<file path="config.mk">
export PLATFORM = sky130hd
export DESIGN_NAME = sprite_palette_bank
export DESIGN_NICKNAME = d
export VERILOG_FILES = /design/src/rtl/sprite_palette_bank.sv
export SDC_FILE = /design/constraint.sdc
export NUM_CORES = 1
export LEC_CHECK = 0
export CAP_MARGIN = 20
export CORE_MARGIN = 2
export CORE_UTILIZATION = 49
export DETAILED_ROUTE_END_ITERATION = 8
export PLACE_DENSITY = 0.71
export SLEW_MARGIN = 30
export SYNTH_ARGS = -nofsm -noshare
export SYNTH_HDL_FRONTEND = slang
export SYNTH_SLANG_ARGS = --single-unit
</file>
<file path="constraint.sdc">
create_clock -name clk -period 2.5 [get_ports clk]
set_clock_uncertainty 0.05 [all_clocks]
set_input_delay 0.5 -clock clk [delete_from_list [all_inputs] [get_ports clk]]
set_output_delay 0.5 -clock clk [all_outputs]
set_load 0.02 [all_outputs]
</file>
<file path="src/rtl/sprite_palette_bank.sv">
// Multi-bank runtime-writable sprite palette: index -> RGB through a 2-stage pipeline,
// with per-frame bank latch, transparency, a frame-timed flash overlay and a clear engine.

module sprite_palette_bank_ram #(
  parameter int INDEX_W = 4,
  parameter int RGB_W   = 12
) (
  input  logic                           clk,
  input  logic                           rst_n,
  input  logic                           clr_en,
  input  logic [INDEX_W-1:0]             clr_ptr,
  input  logic                           wr_en,
  input  logic [INDEX_W-1:0]             wr_index,
  input  logic [RGB_W-1:0]               wr_rgb,
  output logic [(2**INDEX_W)-1:0][RGB_W-1:0] mem
);
  // Register-based so the whole palette resets to black and every entry is readable in parallel.
  always_ff @(posedge clk or negedge rst_n) begin
    if (!rst_n)      mem           <= '0;
    else if (clr_en) mem[clr_ptr]  <= '0;
    else if (wr_en)  mem[wr_index] <= wr_rgb;
  end
endmodule

module sprite_palette_bank #(
  parameter int INDEX_W      = 4,
  parameter int NUM_BANKS    = 4,
  parameter int CH_W         = 4,
  parameter int TRANSP_INDEX = 0,
  parameter int FLASH_FRAMES = 8,
  localparam int BANK_W      = $clog2(NUM_BANKS)
) (
  input  logic                 clk,
  input  logic                 rst_n,
  input  logic                 frame_start,
  input  logic [BANK_W-1:0]    bank_sel,
  input  logic                 transp_en,
  input  logic                 flash_trigger,
  input  logic                 pix_valid,
  input  logic [INDEX_W-1:0]   pix_index,
  output logic                 out_valid,
  output logic                 out_transparent,
  output logic [CH_W-1:0]      red,
  output logic [CH_W-1:0]      green,
  output logic [CH_W-1:0]      blue,
  input  logic                 wr_valid,
  output logic                 wr_ready,
  input  logic [BANK_W-1:0]    wr_bank,
  input  logic [INDEX_W-1:0]   wr_index,
  input  logic [3*CH_W-1:0]    wr_rgb,
  input  logic                 clear_req,
  output logic                 busy
);
  localparam int RGB_W = 3 * CH_W;
  localparam int DEPTH = 2 ** INDEX_W;
  localparam logic [BANK_W-1:0]  LAST_BANK = BANK_W'(NUM_BANKS - 1);
  localparam logic [INDEX_W-1:0] LAST_PTR  = INDEX_W'(DEPTH - 1);
  localparam logic [INDEX_W-1:0] T_INDEX   = INDEX_W'(TRANSP_INDEX);
  localparam logic [7:0]         FLASH_LD  = 8'(FLASH_FRAMES);
  localparam logic [0:0] IDLE  = 1'b0;
  localparam logic [0:0] CLEAR = 1'b1;

  function automatic logic bank_ok(input logic [BANK_W-1:0] b);
    return (NUM_BANKS == 2 ** BANK_W) || (int'(b) < NUM_BANKS);
  endfunction

  logic [0:0]                                      state;
  logic [INDEX_W-1:0]                              clr_ptr;
  logic [BANK_W-1:0]                               active_bank;
  logic [7:0]                                      flash_cnt;
  logic [NUM_BANKS-1:0][DEPTH-1:0][RGB_W-1:0]      mem;
  logic                                            wr_fire;
  logic                                            clr_en;

  assign wr_ready = (state == IDLE);
  assign busy     = (state == CLEAR);
  assign clr_en   = (state == CLEAR);
  assign wr_fire  = wr_valid && wr_ready && bank_ok(wr_bank);

  for (genvar g = 0; g < NUM_BANKS; g++) begin : g_bank
    sprite_palette_bank_ram #(.INDEX_W(INDEX_W), .RGB_W(RGB_W)) u_ram (
      .clk      (clk),
      .rst_n    (rst_n),
      .clr_en   (clr_en),
      .clr_ptr  (clr_ptr),
      .wr_en    (wr_fire && (wr_bank == BANK_W'(g))),
      .wr_index (wr_index),
      .wr_rgb   (wr_rgb),
      .mem      (mem[g])
    );
  end

  always_ff @(posedge clk or negedge rst_n) begin
    if (!rst_n) begin
      state   <= IDLE;
      clr_ptr <= '0;
    end else begin
      case (state)
        IDLE: if (clear_req) begin
          state   <= CLEAR;
          clr_ptr <= '0;
        end
        CLEAR: begin
          clr_ptr <= clr_ptr + 1'b1;
          if (clr_ptr == LAST_PTR) state <= IDLE;
        end
        default: state <= IDLE;
      endcase
    end
  end

  // A trigger coinciding with frame_start reloads rather than decrements.
  always_ff @(posedge clk or negedge rst_n) begin
    if (!rst_n) begin
      active_bank <= '0;
      flash_cnt   <= '0;
    end else begin
      if (frame_start) active_bank <= bank_ok(bank_sel) ? bank_sel : LAST_BANK;
      if (flash_trigger)                         flash_cnt <= FLASH_LD;
      else if (frame_start && flash_cnt != 8'd0) flash_cnt <= flash_cnt - 8'd1;
    end
  end

  logic               s1_valid;
  logic [INDEX_W-1:0] s1_index;
  logic [BANK_W-1:0]  s1_bank;
  logic               s1_transp_en;

  always_ff @(posedge clk or negedge rst_n) begin
    if (!rst_n) begin
      s1_valid     <= 1'b0;
      s1_index     <= '0;
      s1_bank      <= '0;
      s1_transp_en <= 1'b0;
    end else begin
      s1_valid     <= pix_valid;
      s1_index     <= pix_index;
      s1_bank      <= active_bank;
      s1_transp_en <= transp_en;
    end
  end

  logic [RGB_W-1:0] lut;
  logic             is_transp;
  logic [CH_W-1:0]  r_n, g_n, b_n;

  // Lookup reads the array before this edge's write lands, so collisions return the old entry.
  always_comb begin
    lut       = mem[s1_bank][s1_index];
    is_transp = s1_transp_en && (s1_index == T_INDEX);
    r_n       = lut[RGB_W-1 -: CH_W];
    g_n       = lut[2*CH_W-1 -: CH_W];
    b_n       = lut[CH_W-1:0];
    if (is_transp) begin
      r_n = '0;
      g_n = '0;
      b_n = '0;
    end else if (flash_cnt != 8'd0) begin
      r_n = '1;
      g_n = g_n >> 1;
      b_n = b_n >> 1;
    end
  end

  always_ff @(posedge clk or negedge rst_n) begin
    if (!rst_n) begin
      out_valid       <= 1'b0;
      out_transparent <= 1'b0;
      red             <= '0;
      green           <= '0;
      blue            <= '0;
    end else begin
      out_valid       <= s1_valid;
      out_transparent <= s1_valid && is_transp;
      if (s1_valid) begin
        red   <= r_n;
        green <= g_n;
        blue  <= b_n;
      end
    end
  end
endmodule

</file>
==> qor.csv <==
metric;value;unit
status;finished, violations left;
failing checks;setup timing;
post-route setup slack;-133;ps
Final Max Slew Viols;0;
top_reg_cell synth;dfrtp_1;
MaxCap Viol Count;0;
post-synth net total;3342;
initial antenna violation count;2;
startpoint types;flip-flop;
Via Count;29300;
final hold vios;0;
Critical Path End Type;flip-flop;
Worst R2R Setup Slack;-130;ps
layout cells sized above 1;20.5;%
Net Sw Frac;30.1;%
IO buf count;47;
Least-Margin Pin Slew;721;ps
syn_area_per_cell;10.6;µm²
clock root buffer;clkbuf_16;
H-Tree Depth;3;
Total Wirelength;131000;µm
P&R area growth vs syn;22.3;%
PwrDens;781;mW/mm²
Post-layout nets;3546;
post-synth top area share;57.3;%
# IOs;48;
worst-skew pair later-pin latency;660;ps
Required @ worst endpoint;2990;ps
CP max FO;5;
initial core utilization;49.4;%
Die Span X;272;µm
first-pass GRT wire length;195000;µm
relative slew slack;51.4;%
VDD IR-drop max;0.665;mV
register share of total power;40.7;%
vias in the first global route;29600;
Fmax;380;MHz
asr flop ratio synth;100;%
CTS tree;yes;
# rows;98;
mapped cell area;0.0352;mm²
HPWL after detailed placement;83400;µm
vias per cell;6.49;
register area share after synthesis;57.3;%
setup violators final;12;
Synth Instances;3304;
Clock Power Share;38.8;%
post-route ant nets;0;
hold depth;1;
RSZ-0062 raised after global routing;true;
Hold Path Class;in2reg;
Clock Path Buffers;3;
fin util;60.4;%
first-pass detailed-route iteration total;6;
average routed wire per standard cell;29.0;µm
drt drc;0;
Post-Place Worst Slack;-137;ps
Pint;23.5;mW
Logic pwr share;20.5;%
DIE AREA;0.0739;mm²
Sink Count;805;
RR Startpoint;s1_bank[0];
fin crit period;2630;ps
flops & latches, synth;805;
Worst Reg-to-Reg Cells;9;
CTS clk-pin slew, worst paths;60;ps
placer congestion estimate;0.972;
dominant cell type by area after synthesis;dfrtp_1;
min-delay src;pix_valid;
LEAKAGE;18.6;nW
crit path DAT;3120;ps
CTS buffer count;85;
Die H;272;µm
CP startpoint;s1_bank[0];
top cells by area, synth;dfrtp_1 (57%), mux4_2 (11%), nand2_1 (9.9%), o21ai_0 (7.7%), o21ai_1 (3.5%);
Min-Delay Endpoint;s1_valid;
critical path class;reg2reg;
core box area;0.0712;mm²
Ys Warns;0;
Filler cells;5511;
DR iter-0 viols;3839;
Yosys cell types;54;
switching power;10.1;mW
Post-synth EDFFs;0;
Reg2Reg Capture Point;red[2];
GRT Overall Usage;36.1;%
GRT Residual Overflow;0;
fin crit share;105;%
largest net degree at the start of global routing;73;
per-stage QoR:
stage / hold slack [ps] / setup TNS [ps] / cell area, µm² / power (mW) / std cells
finish: 232 / -959 / 43000 / 33.6 / 4523
floorplan: 154 / 0 / 35200 / 16.3 / 3304
CTS: 216 / -507 / 42700 / 33.3 / 4509
detailed placement: 377 / -2480 / 39400 / 20.3 / 4343
global route: 243 / -1460 / 43000 / 34.4 / 4521
global placement: 381 / -1600 / 39400 / 20.2 / 4343
cell usage after synthesis (7+ instances only):
cell type and instances:
nand2_1 926, dfrtp_1 805, o21ai_0 543, o21ai_1 247, clkbuf_1 225, mux4_2 172, mux2i_1 48, nand3_1 35
a22oi_1 30, buf_2 29, mux2_2 26, nor2_1 23, a21oi_1 19, a22o_1 16, buf_4 12, o221ai_1 12
nor3_1 11, a211o_1 10, a221oi_1 10, o22ai_1 8, buf_1 7, nor2b_1 7
worst max path at each step:
stage | end | depth (start not counted)
after floorplan | red[3] | 8
after detailed placement | blue[2] | 9
after CTS | green[1] | 9
after global routing | red[2] | 9
after global placement | blue[2] | 8
final | red[2] | 9
layout make-up:
cell class | count | area [µm²] | share of cell area (%)
sequential | 805 | 20200 | 46.8
multi-input combinational | 2214 | 14100 | 32.8
timing repair buffer | 395 | 4690 | 10.9
clock buffer | 121 | 2520 | 5.85
tap | 950 | 1190 | 2.76
clock inverter | 29 | 347 | 0.806
inverter | 7 | 26.3 | 0.0611
antenna | 2 | 5.00 | 0.0116
power by group through the flow:
| stage | sequential (mW) | clock [mW] | combinational, mW |
|---|---|---|---|
| after floorplan | 13.8 | 0 | 2.49 |
| after global placement | 13.9 | 0 | 6.36 |
| after detailed placement | 13.9 | 0 | 6.42 |
| after CTS | 13.6 | 13.1 | 6.59 |
| after global routing | 13.7 | 13.7 | 7.04 |
| final | 13.7 | 13.0 | 6.90 |
timing repair:
action,CTS,global route
gates cloned,3,2
buffers inserted,15,10
resized for setup,44,36
hold buffers,1,0
setup endpoints to repair,13,14
hold endpoints to repair,21,0
pin swaps,24,31
worst max-delay path, stage by stage, from the launching register on:
cell and delay, ps:
dfrtp_4 520, buf_12 160, buf_4 130, mux4_2 430, mux4_2 540, o22ai_2 210, buf_6 140, nor3b_2 40
a211oi_2 190, o2bb2ai_1 90
sequential cells by signal (all words and copies together) (netlist names), 2 cells and up:
name              flops
g_bank.u_ram.mem    768
flash_cnt             8
blue                  4
clr_ptr               4
green                 4
red                   4
s1_index              4
active_bank           2
s1_bank               2
cell families (layout without fill, tap and decap cells):
logic type,count (synthesis),count (layout),share of synthesized area (%)
compound gates,915,915,14.0
xor+xnor,9,9,0.224
fa+ha+maj,6,6,0.213
buf+inv,285,552,3.38
flops,805,805,57.3
mux,249,249,13.3
other cells,0,2,0
simple gates,1035,1035,11.6
layout by cell type (no fill, tap or decap), types with 7 or more instances in the layout:
master and instances:
dfrtp_1 802, clkbuf_8 17, clkdlybuf4s50_1 45, a21oi_1 13, buf_6 13, clkbuf_16 91, buf_12 113, mux4_2 172
clkinv_2 12, o21ai_0 542, a22oi_1 26, a221oi_1 9, nor3_1 7, buf_4 212, nor2_1 20, clkbuf_1 15
mux2_2 26, a22o_1 16, nand2_1 925, o21ai_1 248, a211o_1 10, mux2i_1 45, nand3_1 31, o221ai_1 9
metal layers:
metal / part of all wire, % / global-route usage (%) / vias to the layer above
met5: 0.017 / 0.513 / -
met3: 15 / 14.5 / 514
li1: - / - / 12000
met1: 36 / 46.8 / 14700
met2: 42 / 50.6 / 2123
met4: 7.4 / 22.8 / 4
Power figures use the tool's default switching activity.
